## src/rtl/mux_serializer.sv

```systemverilog
// mux_serializer: snapshots eight 1-bit lanes on request and presents them one
// beat at a time on a single wire, with a 3-bit lane index that drives a
// downstream 8-output demux. Beats move under a valid/ready handshake. Frame
// boundaries are marked with frame_start / frame_done, and a programmable idle
// gap follows each frame. Every output comes straight from a register.

module mux_serializer #(
    parameter int unsigned GAP = 2  // idle cycles after the last beat, 0..15
) (
    input  logic       clk,
    input  logic       reset,
    input  logic       en,
    input  logic       i0,
    input  logic       i1,
    input  logic       i2,
    input  logic       i3,
    input  logic       i4,
    input  logic       i5,
    input  logic       i6,
    input  logic       i7,
    input  logic       ready,
    output logic       y,
    output logic [2:0] sel,
    output logic       valid,
    output logic       frame_start,
    output logic       frame_done
);

    typedef enum logic [1:0] {
        ST_IDLE = 2'd0,
        ST_SEND = 2'd1,
        ST_GAP  = 2'd2
    } state_t;

    // The counter is loaded with GAP-1 on entry to the gap state. With GAP=0
    // the gap state is never entered and the load value is irrelevant.
    localparam logic [3:0] GAP_LOAD = (GAP > 0) ? 4'(GAP - 1) : 4'd0;
    localparam logic       GAP_NONE = (GAP == 0) ? 1'b1 : 1'b0;

    state_t     state_r;
    state_t     state_s;
    logic [7:0] shadow_r;
    logic [7:0] shadow_s;
    logic [2:0] sel_r;
    logic [2:0] sel_s;
    logic [2:0] sel_inc_s;
    logic [3:0] gap_cnt_r;
    logic [3:0] gap_cnt_s;
    logic       y_r;
    logic       y_s;
    logic       valid_r;
    logic       valid_s;
    logic       frame_start_r;
    logic       frame_start_s;
    logic       frame_done_r;
    logic       frame_done_s;
    logic [7:0] lanes_s;

    assign lanes_s   = {i7, i6, i5, i4, i3, i2, i1, i0};
    assign sel_inc_s = sel_r + 3'd1;

    // Next-state and next-output decode. Outputs are computed one cycle ahead
    // so they can be registered with no path from ready or en to any pin.
    always_comb begin
        state_s       = state_r;
        shadow_s      = shadow_r;
        sel_s         = sel_r;
        gap_cnt_s     = gap_cnt_r;
        y_s           = y_r;
        valid_s       = valid_r;
        frame_start_s = frame_start_r;
        frame_done_s  = 1'b0;

        case (state_r)
            ST_IDLE: begin
                if (en) begin
                    // Snapshot the lanes; later lane changes cannot reach this frame.
                    state_s       = ST_SEND;
                    shadow_s      = lanes_s;
                    sel_s         = 3'd0;
                    y_s           = lanes_s[0];
                    valid_s       = 1'b1;
                    frame_start_s = 1'b1;
                end else begin
                    state_s       = ST_IDLE;
                    valid_s       = 1'b0;
                    frame_start_s = 1'b0;
                end
            end

            ST_SEND: begin
                if (ready) begin
                    if (sel_r == 3'd7) begin
                        // Last beat accepted: close the frame. sel and y keep
                        // their beat-7 values until the next load.
                        frame_done_s  = 1'b1;
                        valid_s       = 1'b0;
                        frame_start_s = 1'b0;
                        if (GAP_NONE) begin
                            state_s = ST_IDLE;
                        end else begin
                            state_s   = ST_GAP;
                            gap_cnt_s = GAP_LOAD;
                        end
                    end else begin
                        sel_s         = sel_inc_s;
                        y_s           = shadow_r[sel_inc_s];
                        frame_start_s = 1'b0;
                    end
                end else begin
                    // Backpressure: the presented beat is held unchanged.
                    state_s = ST_SEND;
                    valid_s = 1'b1;
                end
            end

            ST_GAP: begin
                valid_s       = 1'b0;
                frame_start_s = 1'b0;
                if (gap_cnt_r == 4'd0) begin
                    state_s = ST_IDLE;
                end else begin
                    gap_cnt_s = gap_cnt_r - 4'd1;
                end
            end

            default: begin
                state_s       = ST_IDLE;
                valid_s       = 1'b0;
                frame_start_s = 1'b0;
                gap_cnt_s     = 4'd0;
            end
        endcase
    end

    // State and output registers with synchronous reset; a reset mid-frame
    // drops the partial frame without a frame_done pulse.
    always_ff @(posedge clk) begin
        if (reset) begin
            state_r       <= ST_IDLE;
            shadow_r      <= 8'd0;
            sel_r         <= 3'd0;
            gap_cnt_r     <= 4'd0;
            y_r           <= 1'b0;
            valid_r       <= 1'b0;
            frame_start_r <= 1'b0;
            frame_done_r  <= 1'b0;
        end else begin
            state_r       <= state_s;
            shadow_r      <= shadow_s;
            sel_r         <= sel_s;
            gap_cnt_r     <= gap_cnt_s;
            y_r           <= y_s;
            valid_r       <= valid_s;
            frame_start_r <= frame_start_s;
            frame_done_r  <= frame_done_s;
        end
    end

    assign y           = y_r;
    assign sel         = sel_r;
    assign valid       = valid_r;
    assign frame_start = frame_start_r;
    assign frame_done  = frame_done_r;

endmodule

```

## config.mk

```make
export PLATFORM = sky130hd
export DESIGN_NAME = mux_serializer
export DESIGN_NICKNAME = d
export VERILOG_FILES = /design/src/rtl/mux_serializer.sv
export SDC_FILE = /design/constraint.sdc
export NUM_CORES = 1
export LEC_CHECK = 0
export BUFFER_PORTS_ARGS = -buffer_cell sky130_fd_sc_hd__buf_2
export CAP_MARGIN = 5
export CORE_MARGIN = 2
export CORE_UTILIZATION = 58
export DETAILED_ROUTE_END_ITERATION = 7
export PLACE_DENSITY = 0.88
export SLEW_MARGIN = 20
export SYNTH_ARGS = -nofsm -noshare
export SYNTH_HDL_FRONTEND = slang
export SYNTH_SLANG_ARGS = --single-unit
```

## constraint.sdc

```tcl
create_clock -name clk -period 4.2 [get_ports clk]
set_input_delay 0.21 -clock clk [delete_from_list [all_inputs] [get_ports clk]]
set_output_delay 0.21 -clock clk [all_outputs]
set_load 0.01 [all_outputs]
```

After elaboration in Yosys (flattened, before gate mapping) --
Cells that the tools add are included.
Storage, ports and cells: word-level logic and storage cells 58, register bits 21, bits in read-only memories 0, RAM bits 0, latch bits 0, memories kept 0, output and inout port bits 7
Cells by class: $lt $le $gt $ge 1, bitwise operators 3, multiply operators 0, add/subtract/negate cells 2, reductions and logical operators 8, equal/unequal tests 10, shifts and indexed selects 0, div/mod/pow operators 0, mux-type cells 26
Operators by type and width (count):
- $mux 4 | 3
- $ne 2x2->1 const B | 6
- $pmux 4 s3 | 1
- $mux 1 | 10
- $mux 3 | 3
- $reduce_and 4->1 | 2
- $mux 2 | 3
- $pmux 1 s2 | 3
- $pmux 2 s3 | 1
- $pmux 3 s2 | 1
- $logic_not 4->1 | 1
- $lt 3x4->1 const B | 1
- $reduce_and 2->1 | 2
- $sub 4x1->4 const B | 1
- $add 3x1->3 const B | 1
- $bmux 1 s3 | 1
- $eq 3x3->1 const B | 1
- $ne 3x3->1 const B | 1
- $not 1->1 | 3
- $reduce_or 3->1 | 1
- $eq 2x1->1 const B | 1
- $eq 2x2->1 const B | 1
- $logic_not 2->1 | 1
- $reduce_bool 2->1 | 1

Logic depth before layout (Yosys ltp) --
depth in word-level cells 6, gate-level depth with buffers 6, mapped depth without buffers 6

Least setup slack after synthesis --
OpenSTA, ideal clock, no wires.
path type register -> register, start point register sel_r[0] (netlist: sel[0]), end point register gap_cnt_r[3], slack 2.292 ns, data arrival time 1.833 ns, cell stages (with the launch flop) 7, path buffers 0, clock period less this slack 1.908 ns, data required time 4.125 ns, cells stage by stage dfxtp_1 > ha_1 > ha_1 > nand2_1 > a221o_1 > or4_1 > o22ai_1
Between the ends: word-level cells in the longest chain between the ends 3
RTL lines:
- from (decl) | line 44 | logic [2:0] sel_r;
- from (signal assigned) | line 151 | sel_r <= sel_s;
- $eq 3x3->1 | line 93 | if (sel_r == 3'd7) begin
- $ne 2x2->1 (no source line)
- $reduce_and 4->1 (no source line)
- to (signal assigned) | line 152 | gap_cnt_r <= gap_cnt_s;
- to (decl) | line 47 | logic [3:0] gap_cnt_r;
No other way between the ends. A chain may end at the register's enable or synchronous reset.

Worst setup path in the final report --
Ends and elaborated chain as after synthesis.

==> impl_metrics.tcl <==
set metrics [dict create \
    finalWorstPathRequiredPeriod_ns 2.04 \
    io_pins 19 \
    tritoncts "built" \
    design_area_mm2 0.00120 \
    initial_cell_density_of_the_core 0.623 \
    nets 167 \
    antennaDiodeCount 0 \
    holdCritPathClass "input pin to register" \
    synth.most_common_cell "nand2_1" \
    totalPowerFinal_uw 373 \
    crit_path_max_fanout 8 \
    timing.critical_path.from_type "register" \
    clk_latency_ns 0.30 \
    ys_warn_count 0 \
    grt_start_max_net_pins 24 \
    result_of_the_run "completed" \
    power.leakage_nw 0.510 \
    worstMarginPinSlew_ns 0.493 \
    count_of_state_elements_after_synthesis 21 \
    dpl_cell_area_mm2 0.00118 \
    ir_drop_mv 0.297 \
    yosys.cell_types.count 27 \
    synthesized_nets 149 \
    wl_um 2130 \
    setup-tns-final_ns 0 \
    area.growth.synth_to_final_pct 12.0 \
    ys.flop_type "dfxtp_1" \
    slew_headroom 0.671 \
    yosysSeqAreaShare 0.391 \
    dpl.hpwl_um 1620 \
    multiInputGateArea_um2 622 \
    number_of_hold_buffers_added_after_cts 0 \
    grt_pass1_vias 890 \
    setup-violations-final 0 \
    drtIter0Drc 16 \
    synth_top_cells_by_count "24 x nand2_1, 21 x dfxtp_1, 15 x a21oi_1, 9 x mux2i_1, 9 x nor2_1" \
    place.gp.congestion 0.925 \
    root_buffer "clkbuf_4" \
    synth.largest_area_cell "dfxtp_1" \
    globalRouteTotalUtil 0.225 \
    final_antenna_net_count 0 \
    area_of_the_die_mm2 0.00222 \
    clk_pin_slew_ns 0.11 \
    filler_cell_count 154 \
    number_of_max_cap_violations 0 \
    portBuffers 18 \
    cp-startpoint "sel[0]$_SDFFE_PP0P_" \
    grt_remaining_overflow 0 \
    std_cell_rows 15 \
    timing.hold.ws_ns 0.127 \
    route.detailed.wl_per_inst_um 12.4 \
    critical_path_arrival_ns 2.27 \
    ctsLongestPathBuffers 2 \
    power.density_cell_area_mw_per_mm2 309 \
    fin_crit_sh 0.485 \
    sequential_cell_area_um2 420 \
    rsz0062_at_grt "no" \
    synth.top_cells.by_area "dfxtp_1 39%, ha_1 9.3%, mux2i_1 8.4%, nand2_1 8.4%, a21oi_1 7.0%" \
    cp-end-kind "register" \
    avgSynthCellArea_um2 8.34 \
    post_synthesis_instance_area_mm2 0.00108 \
    hold_viol_final 0 \
    max_clock_freq_mhz 491 \
    clock-sinks 21 \
    post_cts_resize_count 0 \
    via_density_per_instance 5.45 \
    worst_hold_startpoint "i5" \
    core-area_mm2 0.00173 \
    finish.utilization 0.698 \
    crit-reg2reg-launch "sel[0]$_SDFFE_PP0P_" \
    timing.setup.critical_path_class "register to register" \
    drt-pass1-iter-count 4 \
    route.detailed.drc 0 \
    synth_cells 129 \
    die_span_x_um 47.1 \
    antenna_found_initial 0 \
    grt_pass1_wl_um 3500 \
    route.vias.total 932 \
    yosys.area.top_type_share 0.391 \
    cts_post_setup_buffers_inserted 0 \
    htree_levels 1 \
    floorplan.die.height_um 47.1 \
    slew_violations 0 \
    cts_buffer_count 3 \
    final.setup_skew_ns 0.00695 \
    async_s_r_ff_share_synth 0 \
    required_time_of_the_critical_path_ns 4.43 \
    synth-edff-count 0 \
    drive_above_1_share 0.151 \
]
==> flip-flops by register name (all words and copies together), names as in the netlist <==
name / flops
y: 1
shadow_r: 8
gap_cnt_r: 4
state_r: 2
frame_start: 1
frame_done: 1
sel: 3
valid: 1
==> path summary, 6_finish.rpt <==
kind	end	slack, ns	depth (start not counted)
setup / recovery	gap_cnt_r[3]$_SDFFE_PP0P_	2.16	6
hold / removal	shadow_r[5]$_SDFFE_PP0P_	0.13	3
setup reg to reg	gap_cnt_r[3]$_SDFFE_PP0P_	2.16	6
hold reg to reg	shadow_r[5]$_SDFFE_PP0P_	0.46	2
==> logic make-up (layout without fill, tap and decap cells) <==
family	count (synthesis)	after routing	synth area share
mux	9	9	0.0837
fa+ha+maj	8	8	0.0930
simple gates	54	54	0.242
compound gates	28	28	0.159
buf+inv	9	26	0.0314
flops	21	21	0.391
==> layer usage <==
metal / track usage / share of wire / wire length (um) / vias to the layer above
met5: 0 / 0 / 0 / -
met4: 0.144 / 0.026 / 56 / 0
met3: 0.0500 / 0.024 / 52 / 8
met2: 0.378 / 0.50 / 1060 / 22
met1: 0.257 / 0.45 / 954 / 420
li1: - / - / - / 482
==> power breakdown <==
group | total, mW | internal (mW) | switching (mW)
registers | 0.214 | 0.209 | 0.00520
clock network | 0.0951 | 0.0371 | 0.0581
logic | 0.0640 | 0.0268 | 0.0371
==> cells in the final DEF (no fill, tap or decap) <==
| cell | instances |
|---|---|
| and2_1 | 3 |
| a22o_1 | 1 |
| a211oi_1 | 2 |
| nand2b_1 | 2 |
| nor2_1 | 9 |
| a21o_1 | 1 |
| clkbuf_4 | 3 |
| a21oi_2 | 1 |
| mux2i_1 | 9 |
| inv_1 | 4 |
| a221o_1 | 1 |
| dfxtp_1 | 21 |
| nand3b_1 | 2 |
| buf_2 | 18 |
| and2b_1 | 1 |
| or2b_1 | 1 |
| o22ai_1 | 2 |
| or3_1 | 2 |
| nand3_1 | 4 |
| a221oi_1 | 2 |
| a31oi_1 | 1 |
| nor3b_1 | 3 |
| o21ai_0 | 2 |
| a21oi_1 | 15 |
| or4_1 | 1 |
| clkbuf_1 | 1 |
| ha_1 | 8 |
| nand2_1 | 24 |
| nor2b_1 | 2 |
==> cell type report <==
type                            count  area share
Clock buffer                        4      0.0218
Inverter                            4      0.0125
Multi-Input combinational cell     99       0.516
Sequential cell                    21       0.349
Tap cell                           25      0.0260
Timing Repair Buffer               18      0.0748
==> metrics by stage <==
stage	setup WS (ns)	cells
floorplan	2.29	129
global placement	2.31	167
global route	2.08	171
detailed placement	2.18	167
CTS	2.16	171
finish	2.16	171
==> worst max-delay path: stages (launching register included) <==
cell and delay [ns]:
dfxtp_1 0.46, ha_1 0.22, ha_1 0.17, nand2_1 0.07, a221o_1 0.37, or4_1 0.53, o22ai_1 0.15
(Power assumes the default switching activity.)
